<file path="src/rtl/dma_xfer_seq.sv">
// dma_xfer_seq: upstream DMA transfer sequencer. It holds the CPU-programmed
// source address and transfer count, requests the DSP bus, and issues one
// DMA0WRL kick per transfer to the memory-cycle block. It steps address and
// count after each completed cycle, then releases the bus and raises an
// interrupt at terminal count.
// Optional build macro: DMA_XFER_TIMEOUT_EN adds a WCYC watchdog that drives DMAERR.
module dma_xfer_seq #(
  parameter int unsigned AW = 20,
  parameter int unsigned CW = 16
) (
  input  logic          CLK,
  input  logic          RESETL,
  input  logic [7:0]    D,
  input  logic [2:0]    RS,
  input  logic          REGWRL,
  input  logic          DSPBAK,
  input  logic          ST23L,
  output logic          DSPBRQ,
  output logic          DMA0WRL,
  output logic [AW-1:0] DMA_A,
  output logic          DMAACT,
  output logic          DMAIRQ,
  output logic          DMAERR
);

  localparam int unsigned AHW = AW - 16;
  localparam int unsigned CHW = CW - 8;

  typedef enum logic [2:0] {
    S_IDLE, S_REQ, S_KICK, S_WCYC, S_STEP, S_DONE
  } state_t;

  state_t          r_state;
  state_t          w_state_nxt;
  logic [AW-1:0]   r_addr;
  logic [CW-1:0]   r_cnt;
  logic            r_dec;
  logic            r_ien;
  logic            r_abort;
  logic            r_st23_q;
  logic            r_seen_low;
  logic            r_dspbrq;
  logic            r_dma0wrl;
  logic            r_dmaact;
  logic            r_dmairq;
  logic            w_reg_wr;
  logic            w_ctrl_wr;
  logic            w_abort;
  logic            w_start;
  logic            w_cyc_done;
  logic            w_timeout;
  logic            w_step;
  logic            w_set_irq;
  logic [CW-1:0]   w_cnt_dec;

  assign w_reg_wr   = !REGWRL;
  assign w_ctrl_wr  = w_reg_wr && (RS == 3'd5);
  assign w_abort    = w_ctrl_wr && D[7];
  assign w_start    = w_ctrl_wr && D[0] && !D[7];
  assign w_cyc_done = r_seen_low && r_st23_q;
  assign w_cnt_dec  = r_cnt - CW'(1);

`ifdef DMA_XFER_TIMEOUT_EN
  logic [7:0] r_tmo;
  logic       r_dmaerr;

  // Watchdog: counts WCYC cycles; cleared whenever the FSM is outside WCYC
  always_ff @(posedge CLK or negedge RESETL) begin
    if (!RESETL) begin
      r_tmo <= 8'd0;
    end else if (r_state != S_WCYC) begin
      r_tmo <= 8'd0;
    end else if (r_tmo != 8'hFF) begin
      r_tmo <= r_tmo + 8'd1;
    end
  end

  // Trip on the 255th WCYC cycle without a cycle-done edge
  assign w_timeout = (r_state == S_WCYC) && !w_cyc_done && (r_tmo == 8'd254);

  // Sticky error flag; a ctrl write clears it
  always_ff @(posedge CLK or negedge RESETL) begin
    if (!RESETL) begin
      r_dmaerr <= 1'b0;
    end else if (w_timeout) begin
      r_dmaerr <= 1'b1;
    end else if (w_ctrl_wr) begin
      r_dmaerr <= 1'b0;
    end
  end

  assign DMAERR = r_dmaerr;
`else
  assign w_timeout = 1'b0;
  assign DMAERR    = 1'b0;
`endif

  // FSM state register
  always_ff @(posedge CLK or negedge RESETL) begin
    if (!RESETL) begin
      r_state <= S_IDLE;
    end else begin
      r_state <= w_state_nxt;
    end
  end

  // Next-state and per-state strobes
  always_comb begin
    w_state_nxt = r_state;
    w_step      = 1'b0;
    w_set_irq   = 1'b0;
    case (r_state)
      S_IDLE: begin
        if (w_abort) begin
          w_state_nxt = S_DONE;
        end else if (w_start) begin
          w_state_nxt = (r_cnt == '0) ? S_DONE : S_REQ;
        end
      end
      S_REQ: begin
        if (w_abort) begin
          w_state_nxt = S_DONE;
        end else if (DSPBAK) begin
          w_state_nxt = S_KICK;
        end
      end
      S_KICK: begin
        w_state_nxt = w_abort ? S_DONE : S_WCYC;
      end
      S_WCYC: begin
        if (w_cyc_done) begin
          w_state_nxt = S_STEP;
        end else if (w_timeout) begin
          w_state_nxt = S_IDLE;
        end
      end
      S_STEP: begin
        w_step = 1'b1;
        if ((w_cnt_dec == '0) || r_abort || w_abort) begin
          w_state_nxt = S_DONE;
        end else if (DSPBAK) begin
          w_state_nxt = S_KICK;
        end else begin
          w_state_nxt = S_REQ;
        end
      end
      S_DONE: begin
        w_set_irq   = r_ien && !r_abort;
        w_state_nxt = S_IDLE;
      end
      default: w_state_nxt = S_IDLE;
    endcase
  end

  // Programmable registers, address/count stepping and abort bookkeeping
  always_ff @(posedge CLK or negedge RESETL) begin
    if (!RESETL) begin
      r_addr  <= '0;
      r_cnt   <= '0;
      r_dec   <= 1'b0;
      r_ien   <= 1'b0;
      r_abort <= 1'b0;
    end else begin
      if (w_reg_wr && (r_state == S_IDLE)) begin
        case (RS)
          3'd0: r_addr[7:0]     <= D;
          3'd1: r_addr[15:8]    <= D;
          3'd2: r_addr[AW-1:16] <= D[AHW-1:0];
          3'd3: r_cnt[7:0]      <= D;
          3'd4: r_cnt[CW-1:8]   <= D[CHW-1:0];
          3'd5: begin
            r_dec <= D[1];
            r_ien <= D[2];
          end
          default: ;
        endcase
      end
      if (w_step) begin
        r_addr <= r_dec ? (r_addr - AW'(1)) : (r_addr + AW'(1));
        r_cnt  <= w_cnt_dec;
      end
      if (w_state_nxt == S_IDLE) begin
        r_abort <= 1'b0;
      end else if (w_abort) begin
        r_abort <= 1'b1;
      end
    end
  end

  // Cycle-done detection: registered ST23L must be seen low, then high, in WCYC
  always_ff @(posedge CLK or negedge RESETL) begin
    if (!RESETL) begin
      r_st23_q   <= 1'b1;
      r_seen_low <= 1'b0;
    end else begin
      r_st23_q <= ST23L;
      if (r_state != S_WCYC) begin
        r_seen_low <= 1'b0;
      end else if (!r_st23_q) begin
        r_seen_low <= 1'b1;
      end
    end
  end

  // Registered outputs decoded from the next state; sticky IRQ
  always_ff @(posedge CLK or negedge RESETL) begin
    if (!RESETL) begin
      r_dspbrq  <= 1'b0;
      r_dma0wrl <= 1'b1;
      r_dmaact  <= 1'b0;
      r_dmairq  <= 1'b0;
    end else begin
      r_dspbrq  <= (w_state_nxt == S_REQ)  || (w_state_nxt == S_KICK) ||
                   (w_state_nxt == S_WCYC) || (w_state_nxt == S_STEP);
      r_dma0wrl <= (w_state_nxt != S_KICK);
      r_dmaact  <= (w_state_nxt != S_IDLE);
      if (w_set_irq) begin
        r_dmairq <= 1'b1;
      end else if (w_ctrl_wr) begin
        r_dmairq <= 1'b0;
      end
    end
  end

  assign DSPBRQ  = r_dspbrq;
  assign DMA0WRL = r_dma0wrl;
  assign DMA_A   = r_addr;
  assign DMAACT  = r_dmaact;
  assign DMAIRQ  = r_dmairq;

endmodule

</file>
<file path="config.mk">
export PLATFORM = sky130hd
export DESIGN_NAME = dma_xfer_seq
export DESIGN_NICKNAME = d
export VERILOG_FILES = /design/src/rtl/dma_xfer_seq.sv
export SDC_FILE = /design/constraint.sdc
export NUM_CORES = 1
export LEC_CHECK = 0
export ABC_AREA = 1
export ABC_CLOCK_PERIOD_IN_PS = 2310
export BUFFER_PORTS_ARGS = -buffer_cell sky130_fd_sc_hd__buf_4
export CORE_MARGIN = 8
export CORE_UTILIZATION = 29
export DETAILED_ROUTE_END_ITERATION = 8
export GPL_ROUTABILITY_DRIVEN = 0
export GPL_TIMING_DRIVEN = 0
export SYNTH_ARGS = -nofsm -noshare
export SYNTH_HDL_FRONTEND = slang
export SYNTH_SLANG_ARGS = --single-unit
export TNS_END_PERCENT = 1
</file>
<file path="constraint.sdc">
create_clock -name CLK -period 2.31 [get_ports CLK]
set_input_delay 0.1155 -clock CLK [delete_from_list [all_inputs] [get_ports CLK]]
set_output_delay 0.1155 -clock CLK [all_outputs]
set_load 0.05 [all_outputs]
</file>
==> metrics.yaml <==
setup_path:
  path_buf_inv: 2
  crit_chain: "buf_6 -> ha_4 -> inv_1 -> nor3_2 -> o21ai_0 -> nand3_2 -> a21oi_4 -> o21ai_2 -> nand3_1 -> nand2_1 -> nand2_1 -> nand3_1 -> o211ai_1"
  rr_endpoint: "DMA_A[17]"
  worstPathMaxFanout: 7
  critPathSlowestCell: "dfrtp_4"
  crit_type: "reg -> reg"
  worst_setup_path_start_kind: "flop"
  critPathCaptureType: "flop"
  cp.arrival_ps: 2500
  r2r_cells: 13
  critical_path.max_stage_delay_ps: 530
  regToRegSetupSlack_ps: -20
  r2r_start: "r_dec"
  critPathRequiredTime_ps: 2470
  cpLargestDelayFamily: "simple AND/OR/NAND/NOR gates"
finish:
  antenna_cells: 0
  layout_commonest_cell: "nand2_1"
  final_core_util: 0.3629
  final_net_count: 568
  area_delta_synth_final_pct: 23.35
  layout_common_cells: "nand2_1, inv_1, dfrtp_1, buf_4, nor2_1"
  drive_gt1_frac: 0.1805
  fin_cells: 679
  fillCellCount: 1276
  seq_area_sq_um: 1210
  multi_input_area_sq_um: 2168
clocking:
  cts_tree: "yes"
  clk_pin_slew_worst_paths_ps: 70
  cts_buffers: 5
  clock_path_buffers: 2
  htreeDepth: 2
  clkSinkCount: 48
  clockRootBuffer: "clkbuf_16"
  clkLatencyLatePin_ps: 290
run:
  maxCapViolCount: 0
route:
  post_drt_via_cell_ratio: 5.146
  drt_iter0_markers: 241
  antenna_left: 0
  routed_wl_um: 10640
  post-route-drc-count: 0
  dr.pass1.iters: 4
  vias: 3494
  wire_per_inst_um: 15.68
global_route:
  met2_usage: 0.2112
  grt.met1_usage: 0.1908
  grtUsageMet3: 0.02827
  grt_max_degree: 49
  overflow: 0
  antenna_found_initial: 0
  top_usage_layer: "met2"
  grt_pass1_vias: 3451
  grt_usage: 0.1372
  grt_first_pass_wirelength_um: 17710
yosys:
  ys_warn_count: 0
  synthDistinctLibCells: 42
  avgSynthCellArea_sq_um: 7.286
  synth_edf_count: 0
  syn_nets: 518
  synth_top_cell_by_area: "dfrtp_1"
  synth-main-ff-cell: "dfrtp_1"
  synth_top_area_frac: 0.3285
  ys_seq_area_frac: 0.3434
  async_flop_share: 1.000
  synthCells: 481
  synth.cell_area_sq_um: 3505
  netlist_top_cells_area: "dfrtp_1, nand2_1, ha_1"
  synth_seq_cells: 48
die:
  die_w_um: 125.9
  core_sq_um: 11910
  die_area_sq_um: 15860
  initial_core_util: 0.2942
  fp.dieH_um: 125.9
  ios: 41
  num_rows: 40
hold_path:
  hp-class: "in -> reg"
  hp-start: "D[1]"
  whs_path_depth: 3
  holdPathEnd: "r_dec"
placement:
  dp_hpwl_um: 7776
  dpl.cell_count: 667
  portBuffers: 39
run_status:
  status: "finished with violations"
  violations: "setup timing"
timing:
  drv_slew: 0
  max_freq_ghz: 0.4283
  period_needed_ps: 2335
  hold_violations: 0
  rsz0062_at_grt: "true"
  tightest_slew_ps: 682.5
  min_period_over_period: 1.011
  holdWs_ps: 53.82
  finalSetupViolCount: 2
  slew_headroom: 0.5450
  final.setup.tns_ps: -34.13
  worst_slack_ps: -24.72
  finClkSkew_ps: 8.355
## cell usage after synthesis (2+ instances only)
cell / number
clkbuf_1: 5
ha_1: 20
nand3b_1: 2
buf_1: 2
xor2_1: 8
dfrtp_1: 46
o21ai_1: 2
nor2_2: 5
and2_1: 2
nor2_1: 41
nor3_1: 7
nor3_2: 4
dfstp_2: 2
a31oi_1: 2
nand2_2: 3
nand3_1: 27
nand2_1: 116
o21ai_0: 33
o21bai_1: 3
o211ai_1: 15
a21oi_1: 35
nand3_2: 4
nand4_1: 6
xnor2_1: 4
inv_1: 57
o221ai_1: 14
## routing by layer
layer  vias up  wire length [um]
li1       1740                 -
met1      1649              5151
met3         6               634
met5         -                 0
met2        99              4781
met4         0                77
## worst max-delay path by stage
stage	from	to	slack, ps	cells past startpoint
global route	r_dec	DMA_A[17]	-150	13
global placement	r_dec	DMA_A[16]	-310	11
CTS	r_dec	DMA_A[17]	-20	13
floorplan	DMA_A[0]	DMA_A[16]	40	11
detailed placement	r_dec	DMA_A[16]	-320	11
finish	r_dec	DMA_A[17]	-20	13
## layout make-up
type,count,share of cell area
Inverter,58,0.05036
Clock buffer,6,0.02981
Multi-Input combinational cell,366,0.5016
Buffer,9,0.01100
Sequential cell,48,0.2799
Tap cell,147,0.04255
Timing Repair Buffer,43,0.07670
Clock inverter,2,0.008104
## registers in the layout, summed over array words and instances, names as in the netlist
name        cells
r_seen_low      1
r_ien           1
r_abort         1
DMA0WRL         1
DMAIRQ          1
DSPBRQ          1
DMA_A          20
r_st23_q        1
r_cnt          16
DMAACT          1
r_state         3
r_dec           1
## metrics by stage
| stage | instance area, sq um | setup WS [ps] |
|---|---|---|
| after floorplan | 3508 | 41.07 |
| after global placement | 3985 | -312.9 |
| after detailed placement | 3985 | -322.3 |
| after CTS | 4260 | -24.42 |
| after global routing | 4323 | -145.4 |
| final | 4323 | -24.72 |
## timing repair
action | 4_1_cts | 5_1_grt
setup buffers | 2 | 0
hold buffers | 2 | 0
setup endpoints to repair | 12 | 20
pin swaps | 3 | 5
resized for setup | 17 | 19
hold endpoints to repair | 47 | 0
## worst register-to-register path, stage by stage, from the launching register on
cell	delay (ps)
dfrtp_4	530
buf_6	160
ha_4	280
inv_1	60
nor3_2	210
o21ai_0	140
nand3_2	150
a21oi_4	90
o21ai_2	190
nand3_1	120
nand2_1	80
nand2_1	50
nand3_1	70
o211ai_1	90
## kinds of logic after synthesis
logic type	after synthesis	share of synthesized area
other cells	1	0.001070
xor+xnor	12	0.02999
flops	48	0.3434
simple gates	221	0.2810
fa+ha+maj	21	0.07712
compound gates	111	0.1924
buf+inv	67	0.07498
Power is left out: the tool's default activity adds up to more than one toggle a clock period on the data nets, which glitch-free logic cannot reach.
